**config.mk**
```make
export PLATFORM = sky130hd
export DESIGN_NAME = datapath_sequencer
export DESIGN_NICKNAME = d
export VERILOG_FILES = /design/src/rtl/dpseq_pkg.sv /design/src/rtl/dpseq_decode.sv /design/src/rtl/datapath_sequencer.sv
export SDC_FILE = /design/constraint.sdc
export NUM_CORES = 1
export LEC_CHECK = 0
export ABC_AREA = 1
export CORE_AREA = 5 5 42 44
export CTS_BUF_LIST = sky130_fd_sc_hd__clkbuf_4
export DETAILED_ROUTE_END_ITERATION = 8
export DIE_AREA = 0 0 47 49
export MAX_ROUTING_LAYER = met4
export PLACE_DENSITY_LB_ADDON = 0.05
export SYNTH_ARGS = -nofsm -noshare
export SYNTH_HDL_FRONTEND = slang
export SYNTH_SLANG_ARGS = --single-unit
```
**constraint.sdc**
```tcl
create_clock -name clock -period 1.2 [get_ports clock]
set_input_delay 0.24 -clock clock [delete_from_list [all_inputs] [get_ports clock]]
set_output_delay 0.24 -clock clock [all_outputs]
set_load 0.005 [all_outputs]
```
**src/rtl/dpseq_pkg.sv**
```systemverilog
// Shared types and constants for the datapath sequencer: state encoding,
// opcode values and bit positions inside the strobe vector.
package dpseq_pkg;

   localparam int OPCODE_W = 2;

   typedef enum logic [1:0] {
      IDLE = 2'd0,
      T0   = 2'd1,
      T1   = 2'd2,
      DONE = 2'd3
   } state_t;

   localparam logic [OPCODE_W-1:0] OP_LDA  = 2'b00;
   localparam logic [OPCODE_W-1:0] OP_MVAB = 2'b01;
   localparam logic [OPCODE_W-1:0] OP_ADD  = 2'b10;
   localparam logic [OPCODE_W-1:0] OP_MVZB = 2'b11;

   localparam int STB_RAIN  = 0;
   localparam int STB_RBIN  = 1;
   localparam int STB_RZIN  = 2;
   localparam int STB_RAOUT = 3;
   localparam int STB_RBOUT = 4;
   localparam int STB_RZOUT = 5;
   localparam int STB_W     = 6;

   // ADD is the only operation that needs a second T-state.
   function automatic logic is_two_step(input logic [OPCODE_W-1:0] op);
      return (op == OP_ADD);
   endfunction

endpackage

```
**src/rtl/dpseq_decode.sv**
```systemverilog
// Moore output decode for the datapath sequencer: (state, captured opcode)
// to the six datapath strobes and the retire pulse. Purely combinational.
module dpseq_decode
   import dpseq_pkg::*;
(
   input  state_t              state,
   input  logic [OPCODE_W-1:0] op_q,
   output logic [STB_W-1:0]    strb,
   output logic                done
);

   // Only one bus driver is ever selected per (state, op) pair.
   always_comb begin
      strb = '0;
      done = 1'b0;
      case (state)
         T0: begin
            case (op_q)
               OP_LDA: begin
                  strb[STB_RAIN] = 1'b1;
               end
               OP_MVAB: begin
                  strb[STB_RAOUT] = 1'b1;
                  strb[STB_RBIN]  = 1'b1;
               end
               OP_ADD: begin
                  strb[STB_RAOUT] = 1'b1;
                  strb[STB_RZIN]  = 1'b1;
               end
               default: begin
                  strb[STB_RZOUT] = 1'b1;
                  strb[STB_RBIN]  = 1'b1;
               end
            endcase
         end
         T1: begin
            if (op_q == OP_ADD) begin
               strb[STB_RZOUT] = 1'b1;
               strb[STB_RBIN]  = 1'b1;
            end
         end
         DONE: begin
            done = 1'b1;
         end
         default: begin
            done = 1'b0;
         end
      endcase
   end

endmodule

```
**src/rtl/datapath_sequencer.sv**
```systemverilog
// Control sequencer for the 8-bit RA/RB/RZ bus datapath. Accepts one
// operation per start/done handshake and sequences load enables and bus
// drive selects over one or two T-states.
// Optional build macro DATAPATH_SEQ_OPCOUNT_EN adds the 8-bit op_count
// output, counting retired operations (wraps silently).
//
// state | meaning
// IDLE  | waiting for start; op captured on acceptance
// T0    | first T-state of the captured operation
// T1    | second T-state, ADD only (RZ -> RB)
// DONE  | operation retired, done pulse, start ignored
module datapath_sequencer
   import dpseq_pkg::*;
#(
   parameter int OPW = OPCODE_W
) (
   input  logic           clock,
   input  logic           clear,
   input  logic           start,
   input  logic [OPW-1:0] op,
   output logic           busy,
   output logic           done,
   output logic           RAin,
   output logic           RBin,
   output logic           RZin,
   output logic           RAout,
   output logic           RBout,
   output logic           RZout
`ifdef DATAPATH_SEQ_OPCOUNT_EN
   ,
   output logic [7:0]     op_count
`endif
);

   state_t               state;
   state_t               state_nxt;
   logic [OPCODE_W-1:0]  op_q;
   logic [STB_W-1:0]     strb;
   logic                 dec_done;

   // State and captured opcode; op_q only loads when a start is accepted.
   always_ff @(posedge clock or posedge clear) begin
      if (clear) begin
         state <= IDLE;
         op_q  <= OP_LDA;
      end else begin
         state <= state_nxt;
         if (state == IDLE && start)
            op_q <= op[OPCODE_W-1:0];
      end
   end

   // Next-state: start only matters in IDLE, DONE always returns to IDLE.
   always_comb begin
      state_nxt = state;
      case (state)
         IDLE:    state_nxt = start ? T0 : IDLE;
         T0:      state_nxt = is_two_step(op_q) ? T1 : DONE;
         T1:      state_nxt = DONE;
         DONE:    state_nxt = IDLE;
         default: state_nxt = IDLE;
      endcase
   end

   dpseq_decode u_decode (
      .state (state),
      .op_q  (op_q),
      .strb  (strb),
      .done  (dec_done)
   );

   // Output process: fan the strobe vector out to the datapath ports.
   always_comb begin
      busy  = (state != IDLE);
      done  = dec_done;
      RAin  = strb[STB_RAIN];
      RBin  = strb[STB_RBIN];
      RZin  = strb[STB_RZIN];
      RAout = strb[STB_RAOUT];
      RBout = strb[STB_RBOUT];
      RZout = strb[STB_RZOUT];
   end

`ifdef DATAPATH_SEQ_OPCOUNT_EN
   // Retired-operation counter, one increment per done pulse, free wrap.
   always_ff @(posedge clock or posedge clear) begin
      if (clear)
         op_count <= 8'd0;
      else if (state == DONE)
         op_count <= op_count + 8'd1;
   end
`endif

endmodule

```
Yosys cells after proc, flatten, opt, wreduce, memory -nomap -nowiden
Cells that the tools add are included.

word-level totals
  register bits after elaboration = 4
  output and inout port bits = 8
  logic and storage cells = 27

cells by class
  equal/unequal tests = 5
  multiplexer cells = 13
  reductions and logical operators = 7

operator list
  kind                  number
  $mux W1               9
  $pmux W2 S4           1
  $eq A2 B2 Y1 const B  3
  $eq A2 B1 Y1 const B  2
  $logic_not A2 Y1      2
  $pmux W1 S2           2
  $reduce_or A2 Y1      2
  $reduce_or A3 Y1      1
  $mux W2               1
  $reduce_bool A2 Y1    1
  $logic_and A1 B1 Y1   1

Logic depth before layout (Yosys ltp)
Gate-level depths: netlist of the first run.

  depth in word-level cells = 4
  depth in mapped cells = 5

Hierarchy
A second synthesis of the first run with hierarchy kept.

second synthesis, totals
  cell total of the unflattened synthesis = 52
  area, all modules = 371.6 µm²

modules (own cells, without submodules)
  module              instances  cells an instance  area an instance (µm²)
  datapath_sequencer  1          28                 219.0
  dpseq_decode        1          24                 152.6

Least setup slack after synthesis of the first run
OpenSTA, ideal clock, no wires.

  path kind = flip-flop to output port
  start = reg state[0]
  end = out RBin
  arrival = 0.892 ns
  data required time = 0.960 ns
  path slack = 0.068 ns
  stages on the path, launching flop included = 5
  path buffers = 0
  cell sequence = dfrtp_1 > inv_1 > ha_1 > inv_1 > a21oi_2

on the way
  cells in the longest elaborated chain, start to end = 2
  elaborated cells between the ends (all ways) = 3
  classes of those cells = 2 x eq/ne; 1 x mux

ends and longest elaborated chain
  what                                                 line                      text
  start: declaration                                   datapath_sequencer.sv:35  state_t state;
  start signal: assignment                             datapath_sequencer.sv:47  state <= state_nxt;
  $eq A2 B2 Y1 / $eq A2 B1 Y1 (equally long branches)  dpseq_decode.sv:16        case (state)
  $pmux W1 S2 (*)                                      dpseq_decode.sv:16
  end: declaration                                     datapath_sequencer.sv:24  output logic RBin,

Mark *: on every way between the ends. The rest lies on a longest branch, timed or not.

Final worst setup path of the first run
  start = reg op_q[1]
  end = out RBin

on the way
  cells in the longest elaborated chain, start to end = 4
  elaborated cells between the ends (all ways) = 6
  classes of those cells = 1 x eq/ne; 3 x mux; 2 x reduce/logical

ends and longest elaborated chain
  what                                                     line                                    text
  start: declaration                                       datapath_sequencer.sv:37                logic [OPCODE_W-1:0] op_q;
  start signal: assignment                                 datapath_sequencer.sv:49                op_q <= op[OPCODE_W-1:0];
  $eq A2 B2 Y1 / $logic_not A2 Y1 (equally long branches)  dpseq_decode.sv:18, dpseq_decode.sv:37
  $reduce_or A2 Y1 (no source line)                        n/a
  $mux W1                                                  dpseq_decode.sv:18                      case (op_q)
  $pmux W1 S2 (*)                                          dpseq_decode.sv:16

Marks and branches as above.

==> out/metrics.cfg, run 1 <==
[global_routing]
grt_max_degree=5
grt_pass1_vias=359
grt_pass1_wl_um=1380
track_usage_pct=8.27
antenna_found_initial=0
globalRouteOverflowTotal=0

[power]
comb_power_share_pct=76.4
p_switching_mw=0.714
power_density_nw_per_um2=2560
p_sw_share_pct=40.6
internal_power_mw=1.05
p_leak_nw=0.341
p_total_mw=1.76
p_clk_share_pct=9.2
vdd_drop_max_v=0.00113
power_frac_seq_pct=14.4

[clock_network]
cts_tree=done
clockBufferDepth=2
clk_latency_ps=230
cts.htree.levels=1
cts_root_buf=clkbuf_4
clkSlewWorstSetupHoldPaths_ps=40
cts_buffers=3
postCtsHoldBufs=0
clock-sinks=4

[placed_design]
place_congestion=0.718
io_buffer_count=11
dp.cells=79
dp_hpwl_um=580

[logic_synthesis]
synth_seq_cells=4
synthesis.area_um2=353
synth_top_area_share_pct=31.9
synth_top_area_cell=ha_1
synth-main-ff-cell=dfrtp_1
synth_edf_count=0
seq_area_frac_synth_pct=28.4
postSynthAreaPerCell_um2=7.84
ys_types=10
yosysWarnings=0
synthTopCellsByCount=inv_1 (12), ha_1 (9), nand2_1 (7)
syn_nets=59
yosysMostFrequentCell=inv_1
syn-instance-count=45
async_flop_share_pct=100
synth.area.top_cells=ha_1 (32%), dfrtp_1 (28%), inv_1 (13%)

[sta]
finalMaxSlewViolations=0
finalSetupViolations=7
finClkSkew_ps=2.77
hold_viol=0
period_share_pct=125
setup_tns_ps=-1190
max_freq_mhz=666
layout_setup_ws_ps=-302
rsz0062_at_grt=yes
min_period_ps=1500

[floorplan]
core_um2=1400
initial_core_util_pct=25.2
die_x_um=47
fp.dieH_um=49
ioPinCount=13
rows=14
dieArea_um2=2300

[routing]
vias_per_cell=3.95
drc=0
drtAntennaViolNets=0
drt-initial-drc-count=1
vias=340
wl_per_cell_um=9.23
dr.pass1.iters=2
routed_wl_um=794

[worst_setup_path]
rr_endpoint=state[0]$_DFF_PP0_
cp.required_ps=960
crit_chain=buf_6 -> ha_4 -> nor2_2 -> nand2_1 -> a21oi_2 -> buf_2
critPathLaunchType=flop
crit_family=flip-flops
arrival_ps=1260
reg2reg_slack_ps=130
slowest_delay_ps=380
path_max_fanout=4
critPathKind=reg2out
r2r_cells=7
reg2reg_from=state[1]$_DFF_PP0_
crit_path_end_kind=output pin
cp_num_buf_inv=2
crit_slowest_cell=dfrtp_1

[cells_and_area]
seq_area_um2=100
multi_input_area_um2=314
n_fill_cell=135
syn_to_final_growth_pct=95.0
nets=86
drive_gt1_share_pct=62.9
fin_cells=86
diodes=0

[outcome]
violations=setup timing
outcome=finished with violations

[hold_path]
holdCritPathClass=in2async

[job]
maxCapViolCount=0

worst max path at each step:
stage / startpoint / end / slack, ps / cells past startpoint
floorplan: state[0]$_DFF_PP0_ / RBin / 70 / 4
global route: op_q[1]$_DFFE_PP0P_ / RBin / -380 / 6
finish: op_q[1]$_DFFE_PP0P_ / RBin / -300 / 6
global placement: state[1]$_DFF_PP0_ / RZout / -450 / 5
detailed placement: op_q[0]$_DFFE_PP0P_ / RBin / -440 / 6
CTS: op_q[1]$_DFFE_PP0P_ / RBin / -310 / 6
cell usage in the layout, fill, tap and decap left out:
cell	n
ha_4	8
buf_4	8
inv_2	6
nand2_1	6
inv_1	6
buf_2	6
buf_6	5
clkdlybuf4s50_1	4
dfrtp_1	4
nor2_2	3
a21oi_2	3
clkbuf_4	3
nor2_1	2
a21oi_1	2
nand2_2	2
ha_1	1
conb_1	1
per-stage QoR:
stage / utilization [%] / setup WS [ps] / instance area (µm²) / hold WS (ps)
after floorplan: - / 67.8 / 353 / 6.08
after global placement: 38.2 / -454 / 536 / 432
after detailed placement: 38.2 / -444 / 536 / 432
after CTS: 48.4 / -312 / 678 / 183
after global routing: 49.1 / -377 / 688 / 192
final: 49.1 / -302 / 688 / 183
timing repair:
action | in CTS | in global routing
setup buffers | 5 | 1
setup endpoints to repair | 7 | 8
pin swaps | 7 | 3
gates cloned | 0 | 0
resized for setup | 53 | 5
area by class of cell:
class,count,area share [%]
Clock buffer,3,3.27
Inverter,12,6.55
Multi-Input combinational cell,28,45.6
Sequential cell,4,14.5
Tap cell,16,2.91
Timing Repair Buffer,23,27.1
state kept, by name, summed over array words and instances (netlist names):
signal and cells:
op_q 2, state 2
power groups by stage:
stage | registers [mW] | logic, mW | clock network [mW]
after CTS | 0.251 | 1.30 | 0.171
final | 0.254 | 1.34 | 0.162
after detailed placement | 0.242 | 0.942 | 0
after global placement | 0.242 | 0.966 | 0
after global routing | 0.262 | 1.51 | 0.175
after floorplan | 0.249 | 0.427 | 0
layer usage:
metal  vias up  part of all wire [%]  track usage (%)
li1        180                     -                -
met1       152                    41             9.38
met2         6                    52             12.9
met3         2                   5.8             1.11
met4         0                  0.63             5.53
met5         -                     0                -
cell families (layout without fill, tap and decap cells):
kind of cell    after synthesis  after routing  synth area share, %
compound gates                5              5                 9.22
fa+ha+maj                     9              9                 31.9
buf+inv                      13             38                 14.9
flops                         4              4                 28.4
other cells                   1              1                 1.06
simple gates                 13             13                 14.5
(Power assumes the default switching activity.)
==> run 2, diff against run 1 <==
--- a/config.mk
+++ b/config.mk
@@ -11,7 +11,7 @@
 export DETAILED_ROUTE_END_ITERATION = 8
 export DIE_AREA = 0 0 47 49
 export MAX_ROUTING_LAYER = met4
-export PLACE_DENSITY_LB_ADDON = 0.05
+export PLACE_DENSITY = 0.52
 export SYNTH_ARGS = -nofsm -noshare
 export SYNTH_HDL_FRONTEND = slang
 export SYNTH_SLANG_ARGS = --single-unit
==> out/metrics.cfg, run 2 (synthesis results as in run 1) <==
[sta]
setup_tns_ps=-1550  ; -355 ps
finalMaxSlewViolations=0  ; unchanged
finalSetupViolations=7  ; unchanged
period_share_pct=128  ; +2.6 points
layout_setup_ws_ps=-333  ; -31.2 ps
min_period_ps=1530  ; +31.2 ps
max_freq_mhz=652  ; -2.0%
rsz0062_at_grt=yes
hold_viol=0  ; unchanged
finClkSkew_ps=2.84  ; +0.0729 ps

[routing]
drtAntennaViolNets=0  ; unchanged
dr.pass1.iters=2  ; unchanged
wl_per_cell_um=9.58  ; +3.8%
drc=0  ; unchanged
vias_per_cell=3.93  ; -0.53%
drt-initial-drc-count=3  ; +2
routed_wl_um=853  ; +7.4%
vias=350  ; +2.9%

[clock_network]
clockBufferDepth=2  ; unchanged
cts_buffers=3  ; unchanged
cts_tree=done
clkSlewWorstSetupHoldPaths_ps=40  ; about the same
cts.htree.levels=1  ; unchanged
clk_latency_ps=230  ; about the same
clock-sinks=4  ; unchanged
cts_root_buf=clkbuf_4

[worst_setup_path]
crit_path_end_kind=output pin
slowest_delay_ps=390  ; about the same
critPathKind=reg2out
arrival_ps=1290  ; +30 ps
critPathLaunchType=flop
path_max_fanout=2  ; -2
reg2reg_slack_ps=60  ; -70 ps
cp.required_ps=960  ; about the same
crit_slowest_cell=dfrtp_1
crit_chain=buf_4 -> buf_6 -> ha_4 -> nand2_2 -> a21oi_2 -> buf_2

[global_routing]
antenna_found_initial=0  ; unchanged
grt_pass1_vias=341  ; -5.0%
grt_pass1_wl_um=1340  ; -3.0%
track_usage_pct=8.61  ; +0.34 points
globalRouteOverflowTotal=0  ; unchanged
grt_max_degree=5  ; unchanged

[floorplan]
rows=14  ; unchanged
core_um2=1400  ; unchanged
dieArea_um2=2300  ; unchanged
fp.dieH_um=49  ; unchanged
ioPinCount=13  ; unchanged
die_x_um=47  ; unchanged
initial_core_util_pct=25.2  ; unchanged

[placed_design]
place_ws_ps=-461  ; -16.9 ps
dp_hpwl_um=555  ; -4.3%
io_buffer_count=11  ; unchanged
place_congestion=0.728  ; +1.3%

[power]
vdd_drop_max_v=0.00118  ; +4.6%
power_density_nw_per_um2=2600  ; +1.5%
p_total_mw=1.86  ; +5.9%
p_leak_nw=0.360  ; +5.7%

[cells_and_area]
n_fill_cell=126  ; -6.7%
nets=89  ; +3.5%
drive_gt1_share_pct=64.4  ; +1.5 points
fin_util_pct=51.2  ; +2.1 points
syn_to_final_growth_pct=104
final_cell_mix=buf_6 (9), buf_4 (9), inv_2 (7), ha_4 (7), inv_1 (5)
biggestRegsByFlops=op_q (2), state (2)
diodes=0  ; unchanged

[job]
maxCapViolCount=0  ; unchanged

[outcome]
outcome=finished with violations
violations=setup timing

[hold_path]
holdCritPathClass=in2async

## run 2: changes by cell type in the layout (fill, tap and decap cells not counted), sizes merged
cell | previous run | this run
buf | 19 | 22
## run 2: through the flow
| stage | hold WS [ps] | instance area, µm² | std cells |
|---|---|---|---|
| after detailed placement | 444 | 513 | 76 |
| after CTS | 194 | 724 | 91 |
| final | 193 | 718 | 89 |
| after floorplan | 6.08 | 353 | 45 |
| after global routing | 225 | 718 | 89 |
| after global placement | 438 | 513 | 76 |
## run 2: worst paths after layout
kind | start | to | depth (start not counted)
worst max-delay path | state[1]$_DFF_PP0_ | RZout | 6
worst min register to register | state[0]$_DFF_PP0_ | state[1]$_DFF_PP0_ | 2
worst max register to register | op_q[1]$_DFFE_PP0P_ | op_q[1]$_DFFE_PP0P_ | 6
min in group clock | op[0] | op_q[0]$_DFFE_PP0P_ | 3
max in group asynchronous | clear | op_q[0]$_DFFE_PP0P_ | 2
worst min-delay path | clear | state[0]$_DFF_PP0_ | 2
## run 2: final cells by class
class / count / area (µm²) / share of cell area (%)
flip-flops and latches: 4 / 100 / 13.9
well taps: 16 / 20.0 / 2.79
inverters: 12 / 45.0 / 6.27
multi-input cells: 28 / 302 / 42.0
repair buffers: 26 / 229 / 31.9
clock buffers: 3 / 22.5 / 3.14
## run 2: worst max-delay path: cells and delay by family, from the launching register on
family / cells / cell delay (ps)
simple gates: 1 / 80
fa+ha+maj: 1 / 150
flops: 1 / 390
compound gates: 1 / 50
buf+inv: 3 / 390
## run 2: timing repair
item	4_1_cts	5_1_grt
pin swaps	7	2
resized for setup	58	3
hold endpoints to repair	0	0
hold buffers	0	0
setup endpoints to repair	7	8
buffers inserted	12	1
## run 2: where the power goes
part | leakage (nW) | internal (mW) | switching (mW)
Combinational | 0.302 | 0.813 | 0.615
Sequential | 0.0447 | 0.205 | 0.0635
Clock | 0.0138 | 0.112 | 0.0559
## run 2: layer usage
metal  global-route usage (%)  share of wire (%)  vias to the layer above
met3                     2.21                7.3                        4
met4                     6.91                2.9                        0
met5                        -                  0                        -
met2                     12.4                 49                       11
li1                         -                  -                      186
met1                     9.51                 40                      149
==> run 3, diff against run 2 <==
--- a/config.mk
+++ b/config.mk
@@ -10,7 +10,6 @@
 export CTS_BUF_LIST = sky130_fd_sc_hd__clkbuf_4
 export DETAILED_ROUTE_END_ITERATION = 8
 export DIE_AREA = 0 0 47 49
-export MAX_ROUTING_LAYER = met4
 export PLACE_DENSITY = 0.52
 export SYNTH_ARGS = -nofsm -noshare
 export SYNTH_HDL_FRONTEND = slang
==> results of run 3 <==
No change in the layout: final DEF, timing and power equal those of run 2.
Among the figures that moved: final weighted congestion in routability-driven placement 0.728 -> 0.719; overall routing resource usage 8.61% -> 8.40%
